$ cat config.mk
export PLATFORM = sky130hd
export DESIGN_NAME = f56_bus_arbiter
export DESIGN_NICKNAME = d
export VERILOG_FILES = /design/src/rtl/f56_bus_arbiter.sv
export SDC_FILE = /design/constraint.sdc
export NUM_CORES = 1
export LEC_CHECK = 0
export ABC_AREA = 1
export BUFFER_PORTS_ARGS = -buffer_cell sky130_fd_sc_hd__buf_4
export CORE_ASPECT_RATIO = 0.9
export CORE_MARGIN = 5
export CORE_UTILIZATION = 58
export CTS_CLUSTER_SIZE = 40
export DETAILED_ROUTE_END_ITERATION = 10
export GPL_TIMING_DRIVEN = 1
export HOLD_SLACK_MARGIN = 0.05
export PLACE_DENSITY = 0.85
export SYNTH_ARGS = -nofsm -noshare
export SYNTH_HDL_FRONTEND = slang
export SYNTH_SLANG_ARGS = --single-unit
export TNS_END_PERCENT = 5
$ cat constraint.sdc
create_clock -name PHY_CLK33_I -period 2.1 [get_ports PHY_CLK33_I]
set_input_delay 0.21 -clock PHY_CLK33_I [delete_from_list [all_inputs] [get_ports PHY_CLK33_I]]
set_output_delay 0.21 -clock PHY_CLK33_I [all_outputs]
set_load 0.01 [all_outputs]
$ cat src/rtl/f56_bus_arbiter.sv
// Round-robin arbiter for the shared FALC56 PHY bus: registered one-hot grants,
// bounded hold time with timeout statistics, and a fixed turnaround gap between owners.
module f56_bus_arbiter #(
    parameter int N_REQ    = 4,
    parameter int OWNER_W  = 2,
    parameter int MAX_HOLD = 64,
    parameter int TURN_CYC = 1,
    parameter int HOLD_W   = 16
) (
    input  logic               PHY_CLK33_I,
    input  logic               PHY_RSTn_I,
    input  logic               ENABLE_I,
    input  logic [N_REQ-1:0]   REQ_I,
    output logic [N_REQ-1:0]   GNT_O,
    output logic               BUS_BUSY_O,
    output logic [OWNER_W-1:0] OWNER_O,
    output logic               TIMEOUT_O,
    output logic [OWNER_W-1:0] TIMEOUT_ID_O,
    output logic [7:0]         TIMEOUT_CNT_O,
    input  logic               CLR_STATS_I
);

    localparam int TURN_W = (TURN_CYC > 1) ? $clog2(TURN_CYC) : 1;
    localparam logic [HOLD_W-1:0]  HOLD_LAST = HOLD_W'(MAX_HOLD - 1);
    localparam logic [TURN_W-1:0]  TURN_LAST = TURN_W'(TURN_CYC - 1);
    localparam logic [OWNER_W:0]   N_REQ_EXT = (OWNER_W + 1)'(N_REQ);

    typedef enum logic [1:0] {IDLE, GRANT, TURN} state_t;

    state_t             state_reg, state_next;
    logic [N_REQ-1:0]   gnt_reg, gnt_next;
    logic               busy_reg;
    logic [OWNER_W-1:0] owner_reg, owner_next;
    logic [OWNER_W-1:0] last_owner_reg, last_owner_next;
    logic [HOLD_W-1:0]  hold_reg, hold_next;
    logic [TURN_W-1:0]  turn_reg, turn_next;
    logic [N_REQ-1:0]   mask_reg, mask_next;
    logic               timeout_reg;
    logic [OWNER_W-1:0] timeout_id_reg, timeout_id_next;
    logic [7:0]         timeout_cnt_reg, timeout_cnt_next;

    logic [N_REQ-1:0]   eligible;
    logic [N_REQ-1:0]   win_onehot;
    logic [OWNER_W-1:0] win_idx;
    logic               win_found;
    logic [OWNER_W:0]   cand_sum;
    logic               arb_now;
    logic               timeout_evt;

    // A timed-out requester stays masked until it lets go of REQ for a cycle.
    genvar gi;
    generate
        for (gi = 0; gi < N_REQ; gi++) begin : g_req
            assign eligible[gi]   = ENABLE_I & REQ_I[gi] & ~mask_reg[gi];
            assign win_onehot[gi] = (win_idx == OWNER_W'(gi));
            assign mask_next[gi]  = REQ_I[gi] &
                                    (mask_reg[gi] | (timeout_evt & (owner_reg == OWNER_W'(gi))));
        end
    endgenerate

    // Scan from farthest to nearest offset so the nearest eligible index after last_owner wins.
    always_comb begin
        win_found = 1'b0;
        win_idx   = '0;
        cand_sum  = '0;
        for (int off = N_REQ; off >= 1; off--) begin
            cand_sum = {1'b0, last_owner_reg} + (OWNER_W + 1)'(off);
            if (cand_sum >= N_REQ_EXT) begin
                cand_sum = cand_sum - N_REQ_EXT;
            end
            if (eligible[cand_sum[OWNER_W-1:0]]) begin
                win_found = 1'b1;
                win_idx   = cand_sum[OWNER_W-1:0];
            end
        end
    end

    always_comb begin
        state_next      = state_reg;
        gnt_next        = gnt_reg;
        owner_next      = owner_reg;
        last_owner_next = last_owner_reg;
        hold_next       = hold_reg;
        turn_next       = turn_reg;
        timeout_evt     = 1'b0;
        arb_now         = 1'b0;

        case (state_reg)
            IDLE: begin
                arb_now = 1'b1;
            end
            GRANT: begin
                // A release on the same edge as the hold limit counts as a release.
                if (!REQ_I[owner_reg]) begin
                    gnt_next   = '0;
                    turn_next  = '0;
                    state_next = TURN;
                end else if (hold_reg == HOLD_LAST) begin
                    gnt_next    = '0;
                    turn_next   = '0;
                    timeout_evt = 1'b1;
                    state_next  = TURN;
                end else begin
                    hold_next = hold_reg + 1'b1;
                end
            end
            TURN: begin
                if (turn_reg == TURN_LAST) begin
                    arb_now    = 1'b1;
                    state_next = IDLE;
                end else begin
                    turn_next = turn_reg + 1'b1;
                end
            end
            default: begin
                state_next = IDLE;
                gnt_next   = '0;
            end
        endcase

        if (arb_now && win_found) begin
            gnt_next        = win_onehot;
            owner_next      = win_idx;
            last_owner_next = win_idx;
            hold_next       = '0;
            state_next      = GRANT;
        end
    end

    always_comb begin
        timeout_id_next  = timeout_evt ? owner_reg : timeout_id_reg;
        timeout_cnt_next = timeout_cnt_reg;
        if (CLR_STATS_I) begin
            timeout_cnt_next = '0;
        end else if (timeout_evt && (timeout_cnt_reg != 8'hFF)) begin
            timeout_cnt_next = timeout_cnt_reg + 8'd1;
        end
    end

    always_ff @(posedge PHY_CLK33_I or negedge PHY_RSTn_I) begin
        if (!PHY_RSTn_I) begin
            state_reg       <= IDLE;
            gnt_reg         <= '0;
            busy_reg        <= 1'b0;
            owner_reg       <= '0;
            last_owner_reg  <= OWNER_W'(N_REQ - 1);
            hold_reg        <= '0;
            turn_reg        <= '0;
            mask_reg        <= '0;
            timeout_reg     <= 1'b0;
            timeout_id_reg  <= '0;
            timeout_cnt_reg <= '0;
        end else begin
            state_reg       <= state_next;
            gnt_reg         <= gnt_next;
            busy_reg        <= |gnt_next;
            owner_reg       <= owner_next;
            last_owner_reg  <= last_owner_next;
            hold_reg        <= hold_next;
            turn_reg        <= turn_next;
            mask_reg        <= mask_next;
            timeout_reg     <= timeout_evt;
            timeout_id_reg  <= timeout_id_next;
            timeout_cnt_reg <= timeout_cnt_next;
        end
    end

    assign GNT_O         = gnt_reg;
    assign BUS_BUSY_O    = busy_reg;
    assign OWNER_O       = owner_reg;
    assign TIMEOUT_O     = timeout_reg;
    assign TIMEOUT_ID_O  = timeout_id_reg;
    assign TIMEOUT_CNT_O = timeout_cnt_reg;

endmodule
# --- After elaboration in Yosys (flattened, before gate mapping) ---
# Index checks and enable logic that the tools add are counted.
op_classes:
  mux: 46
  reduce_logical: 14
  eq_ne: 15
  magnitude_cmp: 9
  add_sub_neg: 11
  bitwise: 24
op_table:
  columns: ["cell", "n"]
  rows:
  - ["16-bit 2-to-1 mux", 4]
  - ["2-bit 2-to-1 mux", 12]
  - ["16-bit by 1-bit adder with 16-bit output (second input constant)", 1]
  - ["1-bit bitwise AND", 16]
  - ["16-bit by 6-bit == test with 1-bit output (second input constant)", 1]
  - ["1-bit 2-to-1 mux", 16]
  - ["8-bit 2-to-1 mux", 2]
  - ["2-bit by 3-bit < comparator with 1-bit output (second input constant)", 5]
  - ["3-bit >= comparator (second input constant)", 4]
  - ["4-bit 2-to-1 mux", 3]
  - ["1-bit binary-select mux with 2-bit select", 5]
  - ["2-bit == test (second input constant)", 5]
  - ["8-bit by 1-bit adder with 8-bit output (second input constant)", 1]
  - ["8-bit != test (second input constant)", 1]
  - ["4-bit one-hot mux with 2 select lines", 1]
  - ["2-bit nonzero test", 4]
  - ["2-bit by 1-bit subtractor with 2-bit output (second input constant)", 4]
  - ["2-bit by 2-bit adder with 3-bit output (second input constant)", 2]
  - ["2-bit by 1-bit == test with 1-bit output (second input constant)", 3]
  - ["2-bit zero test", 3]
  - ["3-bit != test (second input constant)", 2]
  - ["2-bit one-hot mux with 3 select lines", 1]
  - ["3-bit AND reduction", 2]
  - ["4-bit != test (second input constant)", 1]
  - ["12 further kinds", 20]
word_totals:
  ff_bits: 43
  inputBits: 8
  word_cells: 130

# --- Longest topological paths before layout ---
# Gate-level depths: netlist (run 1).
logic_depth:
  ltp_word: 12
  depth_mapped: 14

# --- Worst setup path after synthesis (run 1) ---
# OpenSTA, ideal clock, no wires.
synth_path:
  kind: "reg2reg"
  startpoint: "register last_owner_reg[0]"
  endpoint: "register busy_reg, in the netlist BUS_BUSY_O"
  t_arrival_ns: 1.549
  slack_ns: 0.432
  period_less_slack_ns: 1.668
  stages_incl_launch_ff: 13
  path_cell_list: "dfstp_2 > buf_6 > xnor2_2 > nand3_1 > nand2_2 > nor2_2 > nand2_2 > nand2_4 > buf_6 > nand3_1 > nand2_2 > nor2_1 > nand2_1"
synth_between:
  elab_chain_len: 12
  elab_cells_between_ends: 39
synth_lines:
  columns: ["element", "line", "text"]
  rows:
  - ["start, declared", "34", "logic [OWNER_W-1:0] last_owner_reg, last_owner_next;"]
  - ["start signal, assigned", "146", "last_owner_reg <= OWNER_W'(N_REQ - 1);"]
  - ["start signal, assigned", "158", "last_owner_reg <= last_owner_next;"]
  - ["2-bit by 3-bit adder with 3-bit output", "67", "cand_sum = {1'b0, last_owner_reg} + (OWNER_W + 1)'(off);"]
  - ["3-bit >= comparator / 2-bit by 1-bit subtractor with 2-bit output (equally long branches)", "68, 69", null]
  - ["2-bit 2-to-1 mux", "68", "if (cand_sum >= N_REQ_EXT) begin"]
  - ["1-bit binary-select mux with 2-bit select", "71", "if (eligible[cand_sum[OWNER_W-1:0]]) begin"]
  - ["1-bit 2-to-1 mux (not written as such)", "71", null]
  - ["2-bit 2-to-1 mux / 1-bit 2-to-1 mux (equally long branches) (4 in series)", "71", null]
  - ["2-bit == test / 1-bit logical AND (equally long branches)", "55, 121", null]
  - ["4-bit 2-to-1 mux *", "121", "if (arb_now && win_found) begin"]
  - ["via gnt_next[2]", "31", "logic [N_REQ-1:0] gnt_reg, gnt_next;"]
  - ["4-bit OR reduction *", "156", "busy_reg <= |gnt_next;"]
  - ["end signal, assigned", "156", null]
  - ["end, declared", "32", "logic busy_reg;"]
# Mark *: on every way through the listed nets, which the timed path passes. The rest lies on a longest branch. The select of a mux whose other input is x is not followed.
# A chain may end at the register's enable or synchronous reset.

# --- Worst setup path after layout (run 1) ---
layout_path:
  startpoint: "register hold_reg[0]"
  endpoint: "register timeout_cnt_reg[6], in the netlist TIMEOUT_CNT_O[6]"
layout_between:
  elab_chain_len: 6
layout_lines:
  columns: ["element", "line", "text"]
  rows:
  - ["start, declared", "35", "logic [HOLD_W-1:0] hold_reg, hold_next;"]
  - ["start signal, assigned", "159", "hold_reg <= hold_next;"]
  - ["16-bit by 6-bit == test with 1-bit output", "98", "end else if (hold_reg == HOLD_LAST) begin"]
  - ["1-bit 2-to-1 mux", "98", null]
  - ["1-bit 2-to-1 mux", "94", "if (!REQ_I[owner_reg]) begin"]
  - ["1-bit 2-to-1 mux", "88", "case (state_reg)"]
  - ["via timeout_evt", "48", "logic timeout_evt;"]
  - ["1-bit logical AND", "135", "end else if (timeout_evt && (timeout_cnt_reg != 8'hFF)) begin"]
  - ["2-bit nonzero test (no line)", null, null]
  - ["end signal, assigned", "164", "timeout_cnt_reg <= timeout_cnt_next;"]
  - ["end, declared", "40", "logic [7:0] timeout_cnt_reg, timeout_cnt_next;"]
# The timed path passes the listed nets, and every way through them passes these cells.

==> impl_results.html, run 1 <==
<table>
<tr><th>Metric</th><th>Value</th></tr>
<tr><th colspan="2">Layout</th></tr>
<tr><td>Area added between synthesis and finish</td><td>12.62%</td></tr>
<tr><td>Fraction of layout instances using a drive strength above 1</td><td>20.99%</td></tr>
<tr><td>Number of flip-flops under the largest register name</td><td>16</td></tr>
<tr><td>Count of placed standard cells in the final layout, fillers left out</td><td>372</td></tr>
<tr><td>Storage element area</td><td>1054 sq um</td></tr>
<tr><td>Area occupied by multi-input gates</td><td>1145 sq um</td></tr>
<tr><td>Net count of the finished layout</td><td>333</td></tr>
<tr><td>Most frequent standard cell in the layout excluding fill and tap cells</td><td>sky130_fd_sc_hd__nand2_1</td></tr>
<tr><td>Commonest cells after routing, fill and taps aside</td><td>sky130_fd_sc_hd__nand2_1, sky130_fd_sc_hd__dfrtp_1, sky130_fd_sc_hd__nand3_1, sky130_fd_sc_hd__inv_1, sky130_fd_sc_hd__buf_4</td></tr>
<tr><td>Inserted Diodes</td><td>0</td></tr>
<tr><td>Filler Cells Inserted</td><td>334</td></tr>
<tr><td>Post-layout utilization of the core</td><td>66.97%</td></tr>
<tr><th colspan="2">Routing</th></tr>
<tr><td>DRT antenna net count</td><td>0</td></tr>
<tr><td>Drt pass-1 iters</td><td>4</td></tr>
<tr><td>Total DRC errors in the routed layout</td><td>0</td></tr>
<tr><td>Detailed router's first-iteration violation count</td><td>143</td></tr>
<tr><td>Total number of vias</td><td>2,051</td></tr>
<tr><td>Post-DR wirelength/cell</td><td>13.34 microns</td></tr>
<tr><td>Routed wire length</td><td>4.963 mm</td></tr>
<tr><td>Detail-routed via count per cell</td><td>5.513</td></tr>
<tr><th colspan="2">Logic synthesis</th></tr>
<tr><td>Seq/Total Area, Yosys</td><td>44.08%</td></tr>
<tr><td>Largest family of logic cells by synthesized area</td><td>simple AND/OR/NAND/NOR gates</td></tr>
<tr><td>Count of mapped cells out of synthesis</td><td>294</td></tr>
<tr><td>Total nets after synthesis</td><td>304</td></tr>
<tr><td>Mux cell area share after synthesis</td><td>0%</td></tr>
<tr><td>Count of synthesis-stage warnings from yosys</td><td>0</td></tr>
<tr><td>Avg Inst Size Synth</td><td>8.129 sq um</td></tr>
<tr><td>Count of unique library cells instantiated by Yosys</td><td>33</td></tr>
<tr><td>Xor/xnor share of the synthesized area</td><td>5.079%</td></tr>
<tr><td>Synth Cell Area</td><td>2390 sq um</td></tr>
<tr><td>Compound-Gate Fraction of Synth Area</td><td>8.953%</td></tr>
<tr><td>Share of synthesized cell area in and, or, nand and nor gates</td><td>32.83%</td></tr>
<tr><td>Flip-flop and latch count after synthesis</td><td>42</td></tr>
<tr><td>Post-Synth Adder-Cell Area</td><td>1.047%</td></tr>
<tr><th colspan="2">STA</th></tr>
<tr><td>Maximum clock frequency</td><td>0.5182 GHz</td></tr>
<tr><td>Setup clock skew after layout</td><td>0.004693 ns</td></tr>
<tr><td>Share of the cycle needed by the critical path after routing</td><td>91.89%</td></tr>
<tr><td>Transition time at the pin with the least slew margin</td><td>0.5217 ns</td></tr>
<tr><td>Final count of negative-setup-slack endpoints</td><td>0</td></tr>
<tr><td>Final-report hold violation count</td><td>0</td></tr>
<tr><td>Sum Neg Setup Slack</td><td>0 ns</td></tr>
<tr><td>Slew margin rel.</td><td>65.22%</td></tr>
<tr><td>Pins over their slew limit</td><td>0</td></tr>
<tr><td>RSZ-0062 raised after global routing</td><td>false</td></tr>
<tr><td>Worst Hold Slack</td><td>0.1299 ns</td></tr>
<tr><td>Post-layout minimum cycle time</td><td>1.930 ns</td></tr>
<tr><td>Post-route worst setup slack</td><td>0.1703 ns</td></tr>
<tr><th colspan="2">Placement</th></tr>
<tr><td>Number of placed cells counting well taps</td><td>363</td></tr>
<tr><td>Setup WS pre-CTS</td><td>0.1710 ns</td></tr>
<tr><td>Routability Congestion</td><td>0.9022</td></tr>
<tr><td>Port buffer count</td><td>25</td></tr>
<tr><td>Sum of net half-perimeters after detailed placement</td><td>3.761 mm</td></tr>
<tr><th colspan="2">Power and ir drop</th></tr>
<tr><td>Static leakage</td><td>1.250 nW</td></tr>
<tr><td>Power density over the cells</td><td>1118 nW/um^2</td></tr>
<tr><td>Peak ir drop on the vdd network</td><td>0.4424 mV</td></tr>
<tr><th colspan="2">Floorplanning</th></tr>
<tr><td>DIE AREA</td><td>5506 sq um</td></tr>
<tr><td>Count of pins on the block boundary</td><td>26</td></tr>
<tr><td>Effective utilization at floorplan</td><td>59.46%</td></tr>
<tr><td>Die span in y</td><td>70.90 microns</td></tr>
<tr><td>Std cell rows</td><td>22</td></tr>
<tr><td>Area inside the core boundary</td><td>4019 sq um</td></tr>
<tr><td>Horizontal extent of the die</td><td>77.66 microns</td></tr>
<tr><th colspan="2">Worst setup path</th></tr>
<tr><td>Startpoint types</td><td>flop</td></tr>
<tr><td>Setup slack of the most critical reg-to-reg path</td><td>0.17 ns</td></tr>
<tr><td>Category of cells accounting for the largest share of critical-path delay</td><td>simple AND/OR/NAND/NOR gates</td></tr>
<tr><td>Number of buffers and inverters on the critical path</td><td>2</td></tr>
<tr><td>Count of cell instances traversed by the critical path</td><td>10</td></tr>
<tr><td>Critical path required time</td><td>2.29 ns</td></tr>
<tr><td>Maximum net fanout on the critical path</td><td>7</td></tr>
<tr><td>Largest stage delay, worst path</td><td>0.41 ns</td></tr>
<tr><td>Nature of the critical path endpoint</td><td>flop</td></tr>
<tr><td>Worst Reg-to-Reg Cells</td><td>10</td></tr>
<tr><td>Reg2reg start</td><td>hold_reg[0]</td></tr>
<tr><td>Cells along the critical path</td><td>ha_1 &gt; inv_1 &gt; nor3_2 &gt; nand4_2 &gt; nor2_4 &gt; nand2_4 &gt; nand2_2 &gt; inv_1 &gt; nand2_1 &gt; o31ai_1</td></tr>
<tr><td>Most used cell, CP</td><td>sky130_fd_sc_hd__inv_1</td></tr>
<tr><td>Endpoint of the worst register-to-register path</td><td>TIMEOUT_CNT_O[6]</td></tr>
<tr><td>Crit path DAT</td><td>2.12 ns</td></tr>
<tr><td>Setup CP Type</td><td>flop to flop</td></tr>
<tr><td>Cell with the largest stage delay on the worst path</td><td>sky130_fd_sc_hd__dfrtp_1</td></tr>
<tr><th colspan="2">Global route</th></tr>
<tr><td>Pin count of the biggest net entering global routing</td><td>43</td></tr>
<tr><td>GRT overflow</td><td>0</td></tr>
<tr><td>Via count of the first global-routing pass</td><td>1,975</td></tr>
<tr><td>Initial antenna violation count</td><td>0</td></tr>
<tr><td>Wire length of the first global-routing pass</td><td>8.700 mm</td></tr>
<tr><td>Gr usage total</td><td>19.15%</td></tr>
<tr><th colspan="2">Clock network</th></tr>
<tr><td>Latest clock arrival within the worst-skew pair</td><td>0.30 ns</td></tr>
<tr><td>Number of buffers created by CTS</td><td>5</td></tr>
<tr><td>CTS tree</td><td>yes</td></tr>
<tr><td>Number of H-tree levels</td><td>2</td></tr>
<tr><td>Clock Root Buffer</td><td>sky130_fd_sc_hd__clkbuf_8</td></tr>
<tr><td>Number of buffers on the longest clock path</td><td>2</td></tr>
<tr><td>Sink count of the clock tree</td><td>42</td></tr>
<tr><td>Post-CTS Setup Inserts</td><td>0</td></tr>
<tr><td>Clock-pin slew reported for the worst setup and hold paths after clock tree synthesis</td><td>0.08 ns</td></tr>
<tr><th colspan="2">Hold path</th></tr>
<tr><td>Min-delay worst type</td><td>primary input to flop</td></tr>
<tr><td>Hold path endpoint</td><td>TIMEOUT_CNT_O[3]</td></tr>
<tr><td>Worst hold stages</td><td>2</td></tr>
<tr><td>Hold Path Origin</td><td>CLR_STATS_I</td></tr>
<tr><th colspan="2">Outcome</th></tr>
<tr><td>Run status</td><td>complete, no violations</td></tr>
<tr><th colspan="2">Run</th></tr>
<tr><td>Number of violations of the max-capacitance limit</td><td>0</td></tr>
</table>
[per-layer routing]
layer	GRT usage (%)	part of all wire, %
met1	24.53	46
met2	31.70	48
met3	4.962	4.0
met4	6.107	2.0
met5	0	0
[synth_stat cells]
| cell | instances | area [sq um] |
|---|---|---|
| sky130_fd_sc_hd__a21oi_1 | 8 | 40.04 |
| sky130_fd_sc_hd__a31oi_1 | 1 | 6.260 |
| sky130_fd_sc_hd__buf_2 | 1 | 5.000 |
| sky130_fd_sc_hd__buf_6 | 4 | 45.04 |
| sky130_fd_sc_hd__clkinv_1 | 1 | 3.750 |
| sky130_fd_sc_hd__dfrtp_1 | 40 | 1001 |
| sky130_fd_sc_hd__dfstp_2 | 2 | 52.55 |
| sky130_fd_sc_hd__ha_1 | 2 | 25.02 |
| sky130_fd_sc_hd__inv_1 | 27 | 101.4 |
| sky130_fd_sc_hd__inv_2 | 8 | 30.03 |
| sky130_fd_sc_hd__inv_4 | 1 | 6.260 |
| sky130_fd_sc_hd__nand2_1 | 71 | 266.5 |
| sky130_fd_sc_hd__nand2_2 | 5 | 31.28 |
| sky130_fd_sc_hd__nand2_4 | 3 | 33.78 |
| sky130_fd_sc_hd__nand3_1 | 31 | 155.2 |
| sky130_fd_sc_hd__nand3_2 | 2 | 20.02 |
| sky130_fd_sc_hd__nand3b_1 | 2 | 15.01 |
| sky130_fd_sc_hd__nand4_1 | 8 | 50.05 |
| sky130_fd_sc_hd__nand4_2 | 1 | 12.51 |
| sky130_fd_sc_hd__nor2_1 | 22 | 82.58 |
| sky130_fd_sc_hd__nor2_2 | 3 | 18.77 |
| sky130_fd_sc_hd__nor2_4 | 1 | 11.26 |
| sky130_fd_sc_hd__nor3_1 | 5 | 25.02 |
| sky130_fd_sc_hd__nor3_2 | 5 | 50.05 |
| sky130_fd_sc_hd__nor4_1 | 2 | 12.51 |
| sky130_fd_sc_hd__o21a_1 | 1 | 7.510 |
| sky130_fd_sc_hd__o21ai_0 | 9 | 45.04 |
| sky130_fd_sc_hd__o21ai_1 | 5 | 25.02 |
| sky130_fd_sc_hd__o31ai_1 | 7 | 52.55 |
| sky130_fd_sc_hd__o31ai_2 | 3 | 37.54 |
| sky130_fd_sc_hd__xnor2_1 | 6 | 52.55 |
| sky130_fd_sc_hd__xnor2_2 | 1 | 16.27 |
| sky130_fd_sc_hd__xor2_1 | 6 | 52.55 |
[cell type report]
| class | count | area share, % |
|---|---|---|
| Timing Repair Buffer | 27 | 7.624 |
| Multi-Input combinational cell | 210 | 42.54 |
| Inverter | 37 | 5.253 |
| Clock inverter | 2 | 0.5114 |
| Sequential cell | 42 | 39.14 |
| Clock buffer | 6 | 2.696 |
| Tap cell | 48 | 2.232 |
[stage by stage]
step                instance area [sq um]  total power, W
floorplan                            2390        0.002214
global placement                     2595        0.002446
detailed placement                   2595        0.002504
CTS                                  2691        0.003027
global route                         2691        0.003275
finish                               2691        0.003009
[power by group]
group          switching, W  internal (W)  leakage [nW]
Combinational      0.000978      0.000453         0.644
Sequential         0.000111      0.000945         0.561
Clock              0.000288      0.000235        0.0452
Total               0.00138       0.00163          1.25
[timing repair]
| action | CTS | global route |
|---|---|---|
| endpoints found under the setup margin | 0 | 0 |
| hold buffers | 1 | 0 |
| hold endpoints to repair | 40 | 0 |
| gates resized for setup | 0 | 0 |
[logic make-up (layout without fill, tap and decap cells)]
group,count (synthesis),after routing
AND/OR/NAND/NOR,161,161
AO/OA/AOI/OAI,34,34
adder cells (fa/ha/maj),2,2
XOR/XNOR,13,13
buffers and inverters,42,72
flip-flops,42,42
[how the worst max path moves through the flow]
stage	start	endpoint
global route	hold_reg[0]	TIMEOUT_CNT_O[6]
detailed placement	hold_reg[0]	TIMEOUT_CNT_O[6]
CTS	hold_reg[0]	TIMEOUT_CNT_O[6]
floorplan	last_owner_reg[0]	BUS_BUSY_O
global placement	hold_reg[0]	BUS_BUSY_O
finish	hold_reg[0]	TIMEOUT_CNT_O[6]
[worst register-to-register path, delay by kind of cell (launching register included)]
family / cells / cell delay [ns]
buf+inv: 2 / 0.19
simple gates: 6 / 0.97
flops: 1 / 0.41
fa+ha+maj: 1 / 0.19
compound gates: 1 / 0.07
Note: power is estimated with default switching activity, not from simulation.
==> run 2: changes to the inputs <==
==> constraint.sdc (replaced) <==
create_clock -name PHY_CLK33_I -period 1.9 [get_ports PHY_CLK33_I]
set_input_delay 0.19 -clock PHY_CLK33_I [delete_from_list [all_inputs] [get_ports PHY_CLK33_I]]
set_output_delay 0.19 -clock PHY_CLK33_I [all_outputs]
set_load 0.01 [all_outputs]
==> impl_results.html, run 2 (same netlist as run 1, synthesis figures left out) <==
<table>
<tr><th>Metric</th><th>Value</th></tr>
<tr><th colspan="2">Outcome</th></tr>
<tr><td>Run status</td><td>complete, no violations</td></tr>
<tr><th colspan="2">Clock network</th></tr>
<tr><td>Number of H-tree levels</td><td>2</td></tr>
<tr><td>Number of buffers on the longest clock path</td><td>2</td></tr>
<tr><td>Clock Root Buffer</td><td>sky130_fd_sc_hd__clkbuf_8</td></tr>
<tr><td>Clock-pin slew reported for the worst setup and hold paths after clock tree synthesis</td><td>0.08 ns</td></tr>
<tr><td>Sink count of the clock tree</td><td>42</td></tr>
<tr><td>Number of buffers created by CTS</td><td>5</td></tr>
<tr><td>CTS tree</td><td>yes</td></tr>
<tr><td>Latest clock arrival within the worst-skew pair</td><td>0.30 ns</td></tr>
<tr><th colspan="2">Layout</th></tr>
<tr><td>Number of flip-flops under the largest register name</td><td>16</td></tr>
<tr><td>Commonest cells after routing, fill and taps aside</td><td>sky130_fd_sc_hd__nand2_1, sky130_fd_sc_hd__dfrtp_1, sky130_fd_sc_hd__buf_4, sky130_fd_sc_hd__nand3_1, sky130_fd_sc_hd__inv_1</td></tr>
<tr><td>Fin area</td><td>2810 sq um</td></tr>
<tr><td>Net count of the finished layout</td><td>344</td></tr>
<tr><td>Most frequent standard cell in the layout excluding fill and tap cells</td><td>sky130_fd_sc_hd__nand2_1</td></tr>
<tr><td>Inserted Diodes</td><td>0</td></tr>
<tr><td>Fraction of layout instances using a drive strength above 1</td><td>24.48%</td></tr>
<tr><td>Area added between synthesis and finish</td><td>17.59%</td></tr>
<tr><td>Count of placed standard cells in the final layout, fillers left out</td><td>383</td></tr>
<tr><th colspan="2">Global route</th></tr>
<tr><td>Via count of the first global-routing pass</td><td>2,072</td></tr>
<tr><td>Initial antenna violation count</td><td>0</td></tr>
<tr><td>Wire length of the first global-routing pass</td><td>9.121 mm</td></tr>
<tr><td>Gr usage total</td><td>20.15%</td></tr>
<tr><td>Pin count of the biggest net entering global routing</td><td>43</td></tr>
<tr><td>GRT overflow</td><td>0</td></tr>
<tr><th colspan="2">Routing</th></tr>
<tr><td>Total number of vias</td><td>2,134</td></tr>
<tr><td>Routed wire length</td><td>5.211 mm</td></tr>
<tr><td>Total DRC errors in the routed layout</td><td>0</td></tr>
<tr><td>Drt pass-1 iters</td><td>4</td></tr>
<tr><td>Detail-routed via count per cell</td><td>5.572</td></tr>
<tr><td>Detailed router's first-iteration violation count</td><td>110</td></tr>
<tr><td>Post-DR wirelength/cell</td><td>13.61 microns</td></tr>
<tr><td>DRT antenna net count</td><td>0</td></tr>
<tr><th colspan="2">Worst setup path</th></tr>
<tr><td>Startpoint types</td><td>flop</td></tr>
<tr><td>Maximum net fanout on the critical path</td><td>18</td></tr>
<tr><td>Critical path required time</td><td>2.14 ns</td></tr>
<tr><td>Nature of the critical path endpoint</td><td>flop</td></tr>
<tr><td>Setup CP Type</td><td>flop to flop</td></tr>
<tr><td>Setup slack of the most critical reg-to-reg path</td><td>0.07 ns</td></tr>
<tr><td>Crit path DAT</td><td>2.07 ns</td></tr>
<tr><th colspan="2">Placement</th></tr>
<tr><td>Port buffer count</td><td>25</td></tr>
<tr><td>Routability Congestion</td><td>0.9704</td></tr>
<tr><td>Area after DPL</td><td>2668 sq um</td></tr>
<tr><td>Sum of net half-perimeters after detailed placement</td><td>3.860 mm</td></tr>
<tr><td>Number of placed cells counting well taps</td><td>371</td></tr>
<tr><th colspan="2">STA</th></tr>
<tr><td>RSZ-0062 raised after global routing</td><td>true</td></tr>
<tr><td>Pins over their slew limit</td><td>0</td></tr>
<tr><td>Post-layout minimum cycle time</td><td>1.827 ns</td></tr>
<tr><td>Setup clock skew after layout</td><td>0.005643 ns</td></tr>
<tr><td>Worst Hold Slack</td><td>0.1234 ns</td></tr>
<tr><td>Maximum clock frequency</td><td>0.5472 GHz</td></tr>
<tr><td>Transition time at the pin with the least slew margin</td><td>0.5175 ns</td></tr>
<tr><td>Final-report hold violation count</td><td>0</td></tr>
<tr><td>Share of the cycle needed by the critical path after routing</td><td>96.17%</td></tr>
<tr><td>Slew margin rel.</td><td>65.50%</td></tr>
<tr><td>Final count of negative-setup-slack endpoints</td><td>0</td></tr>
<tr><td>Sum Neg Setup Slack</td><td>0 ns</td></tr>
<tr><th colspan="2">Power and ir drop</th></tr>
<tr><td>Static leakage</td><td>1.309 nW</td></tr>
<tr><td>Power density over the cells</td><td>1263 nW/um^2</td></tr>
<tr><td>Peak ir drop on the vdd network</td><td>0.7735 mV</td></tr>
<tr><th colspan="2">Floorplanning</th></tr>
<tr><td>Die span in y</td><td>70.90 microns</td></tr>
<tr><td>Std cell rows</td><td>22</td></tr>
<tr><td>Count of pins on the block boundary</td><td>26</td></tr>
<tr><td>Effective utilization at floorplan</td><td>59.46%</td></tr>
<tr><td>DIE AREA</td><td>5506 sq um</td></tr>
<tr><td>Horizontal extent of the die</td><td>77.66 microns</td></tr>
<tr><td>Area inside the core boundary</td><td>4019 sq um</td></tr>
<tr><th colspan="2">Run</th></tr>
<tr><td>Number of violations of the max-capacitance limit</td><td>0</td></tr>
<tr><th colspan="2">Hold path</th></tr>
<tr><td>Min-delay worst type</td><td>primary input to flop</td></tr>
</table>
==> run 2: changes by cell type in the layout (fill, tap and decap cells not counted), sizes merged <==
cell    change
buf        +11
clkbuf      +2
clkinv      -2
==> run 2: routing by layer <==
metal	vias up	GRT usage (%)	part of all wire (%)
met3	16	4.707	4.3
met1	1017	25.25	44
met2	59	33.09	50
li1	1042	-	-
met4	0	8.969	2.4
met5	-	0	0
==> run 2: worst paths after layout <==
path / from / to / cells past startpoint
setup / recovery: last_owner_reg[0] / BUS_BUSY_O / 12
max in group asynchronous: PHY_RSTn_I / OWNER_O[0] / 2
setup reg to reg: last_owner_reg[0] / BUS_BUSY_O / 12
min in group asynchronous: PHY_RSTn_I / TIMEOUT_CNT_O[5] / 2
hold / removal: CLR_STATS_I / TIMEOUT_CNT_O[3] / 2
hold reg to reg: mask_reg[1] / mask_reg[1] / 1
==> run 2: through the flow <==
step	utilization (%)	setup WS (ns)	power [W]
2_1_floorplan	-	0.2321	0.002447
3_3_place_gp	66.38	0.09799	0.002773
3_5_place_dp	66.38	0.03948	0.002822
4_1_cts	68.87	0.03511	0.003418
5_1_grt	69.93	-0.08551	0.003834
6_report	69.93	0.07268	0.003549
==> run 2: final cells by class <==
type,instances,area (sq um)
multi-input combinational,210,1159
clock buffer,8,90.09
inverter,37,143.9
fill,317,1209
timing repair buffer,38,300.3
sequential,42,1057
tap,48,60.06
==> run 2: report_power, final <==
group / switching, W / internal [W] / leakage, nW
registers: 0.000118 / 0.00105 / 0.557
logic: 0.00115 / 0.000643 / 0.706
clock network: 0.000291 / 0.000296 / 0.0455
total: 0.00156 / 0.00199 / 1.31
==> run 2: critical path, stage by stage (launching register included) <==
cell	delay, ns
sky130_fd_sc_hd__dfstp_2	0.62
sky130_fd_sc_hd__inv_2	0.09
sky130_fd_sc_hd__nand2_1	0.12
sky130_fd_sc_hd__nand3_1	0.11
sky130_fd_sc_hd__nand2_1	0.10
sky130_fd_sc_hd__inv_2	0.06
sky130_fd_sc_hd__nand2_2	0.11
sky130_fd_sc_hd__nand2_8	0.10
sky130_fd_sc_hd__inv_6	0.15
sky130_fd_sc_hd__nand3_1	0.11
sky130_fd_sc_hd__nand2_1	0.09
sky130_fd_sc_hd__nor2_1	0.04
sky130_fd_sc_hd__nand2_1	0.05
==> run 2: timing repair <==
action,in CTS,in global routing
setup endpoints to repair,0,14
endpoints found under the hold margin,40,0
hold buffers,1,0
resized for setup,0,7
setup buffers,0,3
==> run 3: changes to the inputs <==
--- a/config.mk
+++ b/config.mk
@@ -15,6 +15,7 @@
 export GPL_TIMING_DRIVEN = 1
 export HOLD_SLACK_MARGIN = 0.05
 export PLACE_DENSITY = 0.85
+export RECOVER_POWER = 100
 export SYNTH_ARGS = -nofsm -noshare
 export SYNTH_HDL_FRONTEND = slang
 export SYNTH_SLANG_ARGS = --single-unit
==> impl_results.html, run 3 (same netlist as run 1, synthesis figures left out) <==
<table>
<tr><th>Metric</th><th>Value</th></tr>
<tr><th colspan="2">Outcome</th></tr>
<tr><td>Run status</td><td>complete, no violations</td></tr>
<tr><th colspan="2">Worst setup path</th></tr>
<tr><td>Cell with the largest stage delay on the worst path</td><td>sky130_fd_sc_hd__dfstp_2</td></tr>
<tr><td>Number of buffers and inverters on the critical path</td><td>3</td></tr>
<tr><td>Startpoint types</td><td>flop</td></tr>
<tr><td>Nature of the critical path endpoint</td><td>flop</td></tr>
<tr><td>Cells along the critical path</td><td>inv_2 &gt; nand2_1 &gt; nand3_1 &gt; nand2_1 &gt; inv_2 &gt; nand2_2 &gt; nand2_8 &gt; inv_6 &gt; nand3_1 &gt; nand2_1 &gt; nor2_1 &gt; nand2_1</td></tr>
<tr><td>Category of cells accounting for the largest share of critical-path delay</td><td>simple AND/OR/NAND/NOR gates</td></tr>
<tr><td>Setup CP Type</td><td>flop to flop</td></tr>
<tr><td>Maximum net fanout on the critical path</td><td>18</td></tr>
<tr><td>Largest stage delay, worst path</td><td>0.62 ns</td></tr>
<tr><td>Critical path required time</td><td>2.14 ns</td></tr>
<tr><td>Crit path DAT</td><td>2.07 ns</td></tr>
<tr><td>Most used cell, CP</td><td>sky130_fd_sc_hd__nand2_1</td></tr>
<tr><th colspan="2">Clock network</th></tr>
<tr><td>Clock Root Buffer</td><td>sky130_fd_sc_hd__clkbuf_8</td></tr>
<tr><td>Clock-pin slew reported for the worst setup and hold paths after clock tree synthesis</td><td>0.08 ns</td></tr>
<tr><td>Sink count of the clock tree</td><td>42</td></tr>
<tr><td>Latest clock arrival within the worst-skew pair</td><td>0.30 ns</td></tr>
<tr><td>Number of buffers on the longest clock path</td><td>2</td></tr>
<tr><td>Number of buffers created by CTS</td><td>5</td></tr>
<tr><td>Number of H-tree levels</td><td>2</td></tr>
<tr><td>CTS tree</td><td>yes</td></tr>
<tr><th colspan="2">Placement</th></tr>
<tr><td>Routability Congestion</td><td>0.9704</td></tr>
<tr><td>Port buffer count</td><td>25</td></tr>
<tr><td>Sum of net half-perimeters after detailed placement</td><td>3.860 mm</td></tr>
<tr><th colspan="2">Routing</th></tr>
<tr><td>Post-DR wirelength/cell</td><td>13.65 microns</td></tr>
<tr><td>Detail-routed via count per cell</td><td>5.554</td></tr>
<tr><td>DRT antenna net count</td><td>0</td></tr>
<tr><td>Routed wire length</td><td>5.228 mm</td></tr>
<tr><td>Total number of vias</td><td>2,127</td></tr>
<tr><td>Detailed router's first-iteration violation count</td><td>133</td></tr>
<tr><td>Drt pass-1 iters</td><td>4</td></tr>
<tr><td>Total DRC errors in the routed layout</td><td>0</td></tr>
<tr><th colspan="2">Run</th></tr>
<tr><td>Number of violations of the max-capacitance limit</td><td>0</td></tr>
<tr><th colspan="2">Global route</th></tr>
<tr><td>Wire length of the first global-routing pass</td><td>9.121 mm</td></tr>
<tr><td>Via count of the first global-routing pass</td><td>2,072</td></tr>
<tr><td>GRT overflow</td><td>0</td></tr>
<tr><td>Pin count of the biggest net entering global routing</td><td>43</td></tr>
<tr><td>Gr usage total</td><td>20.15%</td></tr>
<tr><td>Initial antenna violation count</td><td>0</td></tr>
<tr><th colspan="2">STA</th></tr>
<tr><td>Transition time at the pin with the least slew margin</td><td>0.9996 ns</td></tr>
<tr><td>Final-report hold violation count</td><td>0</td></tr>
<tr><td>Worst Hold Slack</td><td>0.1234 ns</td></tr>
<tr><td>RSZ-0062 raised after global routing</td><td>true</td></tr>
<tr><td>Final count of negative-setup-slack endpoints</td><td>0</td></tr>
<tr><td>Pins over their slew limit</td><td>0</td></tr>
<tr><td>Post-layout minimum cycle time</td><td>1.825 ns</td></tr>
<tr><td>Maximum clock frequency</td><td>0.5479 GHz</td></tr>
<tr><td>Share of the cycle needed by the critical path after routing</td><td>96.06%</td></tr>
<tr><td>Slew margin rel.</td><td>33.36%</td></tr>
<tr><td>Setup clock skew after layout</td><td>0.006229 ns</td></tr>
<tr><th colspan="2">Layout</th></tr>
<tr><td>Most frequent standard cell in the layout excluding fill and tap cells</td><td>sky130_fd_sc_hd__nand2_1</td></tr>
<tr><td>Commonest cells after routing, fill and taps aside</td><td>sky130_fd_sc_hd__nand2_1, sky130_fd_sc_hd__dfrtp_1, sky130_fd_sc_hd__nand3_1, sky130_fd_sc_hd__inv_1, sky130_fd_sc_hd__buf_4</td></tr>
<tr><td>Number of flip-flops under the largest register name</td><td>16</td></tr>
<tr><td>Net count of the finished layout</td><td>344</td></tr>
<tr><td>Post-layout utilization of the core</td><td>68.84%</td></tr>
<tr><td>Area added between synthesis and finish</td><td>15.76%</td></tr>
<tr><td>Filler Cells Inserted</td><td>329</td></tr>
<tr><td>Inserted Diodes</td><td>0</td></tr>
<tr><td>Fraction of layout instances using a drive strength above 1</td><td>21.19%</td></tr>
<tr><th colspan="2">Hold path</th></tr>
<tr><td>Min-delay worst type</td><td>primary input to flop</td></tr>
<tr><th colspan="2">Floorplanning</th></tr>
<tr><td>Std cell rows</td><td>22</td></tr>
<tr><td>Horizontal extent of the die</td><td>77.66 microns</td></tr>
<tr><td>Effective utilization at floorplan</td><td>59.46%</td></tr>
<tr><td>Area inside the core boundary</td><td>4019 sq um</td></tr>
<tr><td>Die span in y</td><td>70.90 microns</td></tr>
<tr><td>Count of pins on the block boundary</td><td>26</td></tr>
<tr><td>DIE AREA</td><td>5506 sq um</td></tr>
<tr><th colspan="2">Power and ir drop</th></tr>
<tr><td>Peak ir drop on the vdd network</td><td>0.7740 mV</td></tr>
<tr><td>Static leakage</td><td>1.264 nW</td></tr>
<tr><td>Power density over the cells</td><td>1274 nW/um^2</td></tr>
</table>
## run 3: cell count changes in the layout (fill, tap and decap cells not counted)
cell,change
sky130_fd_sc_hd__buf_4,-12
sky130_fd_sc_hd__clkbuf_1,+11
sky130_fd_sc_hd__clkbuf_2,+1
## run 3: metrics by stage
step                      cell area (sq um)  cells  setup WS (ns)  TNS (ns)  total power (W)
after floorplan                        2390    294         0.2321         0         0.002447
after global placement                 2668    371        0.09799         0         0.002773
after detailed placement               2668    371        0.03948         0         0.002822
after CTS                              2768    380        0.03511         0         0.003418
after global routing                   2766    383       -0.08551   -0.1237         0.003805
final                                  2766    383        0.07486         0         0.003524
## run 3: cell type report
| type | instances | area [sq um] | share of cell area, % |
|---|---|---|---|
| Multi-Input combinational cell | 210 | 1159 | 41.88 |
| Sequential cell | 42 | 1057 | 38.22 |
| Timing Repair Buffer | 38 | 256.5 | 9.272 |
| Inverter | 37 | 143.9 | 5.201 |
| Clock buffer | 8 | 90.09 | 3.256 |
| Tap cell | 48 | 60.06 | 2.171 |
## run 3: report_power, final
group,switching [W],total (W),internal (W)
logic,0.00115,0.00177,0.000617
clock network,0.000291,0.000587,0.000296
registers,0.000116,0.00117,0.00105
## run 3: layer usage
metal | part of all wire, % | track usage (%) | vias up
met1 | 44 | 25.25 | 1015
met2 | 50 | 33.09 | 52
met3 | 3.5 | 4.707 | 16
met4 | 2.1 | 8.969 | 0
met5 | 0 | 0 | -
li1 | - | - | 1044
## run 3: path summary, 6_finish.rpt
path	start	endpoint	slack, ns	cells past startpoint
worst min-delay path	CLR_STATS_I	TIMEOUT_CNT_O[3]	0.12	2
max in group asynchronous	PHY_RSTn_I	OWNER_O[0]	0.62	2
worst max-delay path	last_owner_reg[0]	BUS_BUSY_O	0.07	12
min in group asynchronous	PHY_RSTn_I	TIMEOUT_CNT_O[5]	0.60	2
worst max register to register	last_owner_reg[0]	BUS_BUSY_O	0.07	12
worst min register to register	mask_reg[1]	mask_reg[1]	0.50	1
## run 3: what timing repair did
action                                  in CTS  in global routing
hold buffers                                 1                  0
resized for setup                            0                  7
endpoints found under the setup margin       0                 14
setup buffers                                0                  3
endpoints found under the hold margin       40                  0
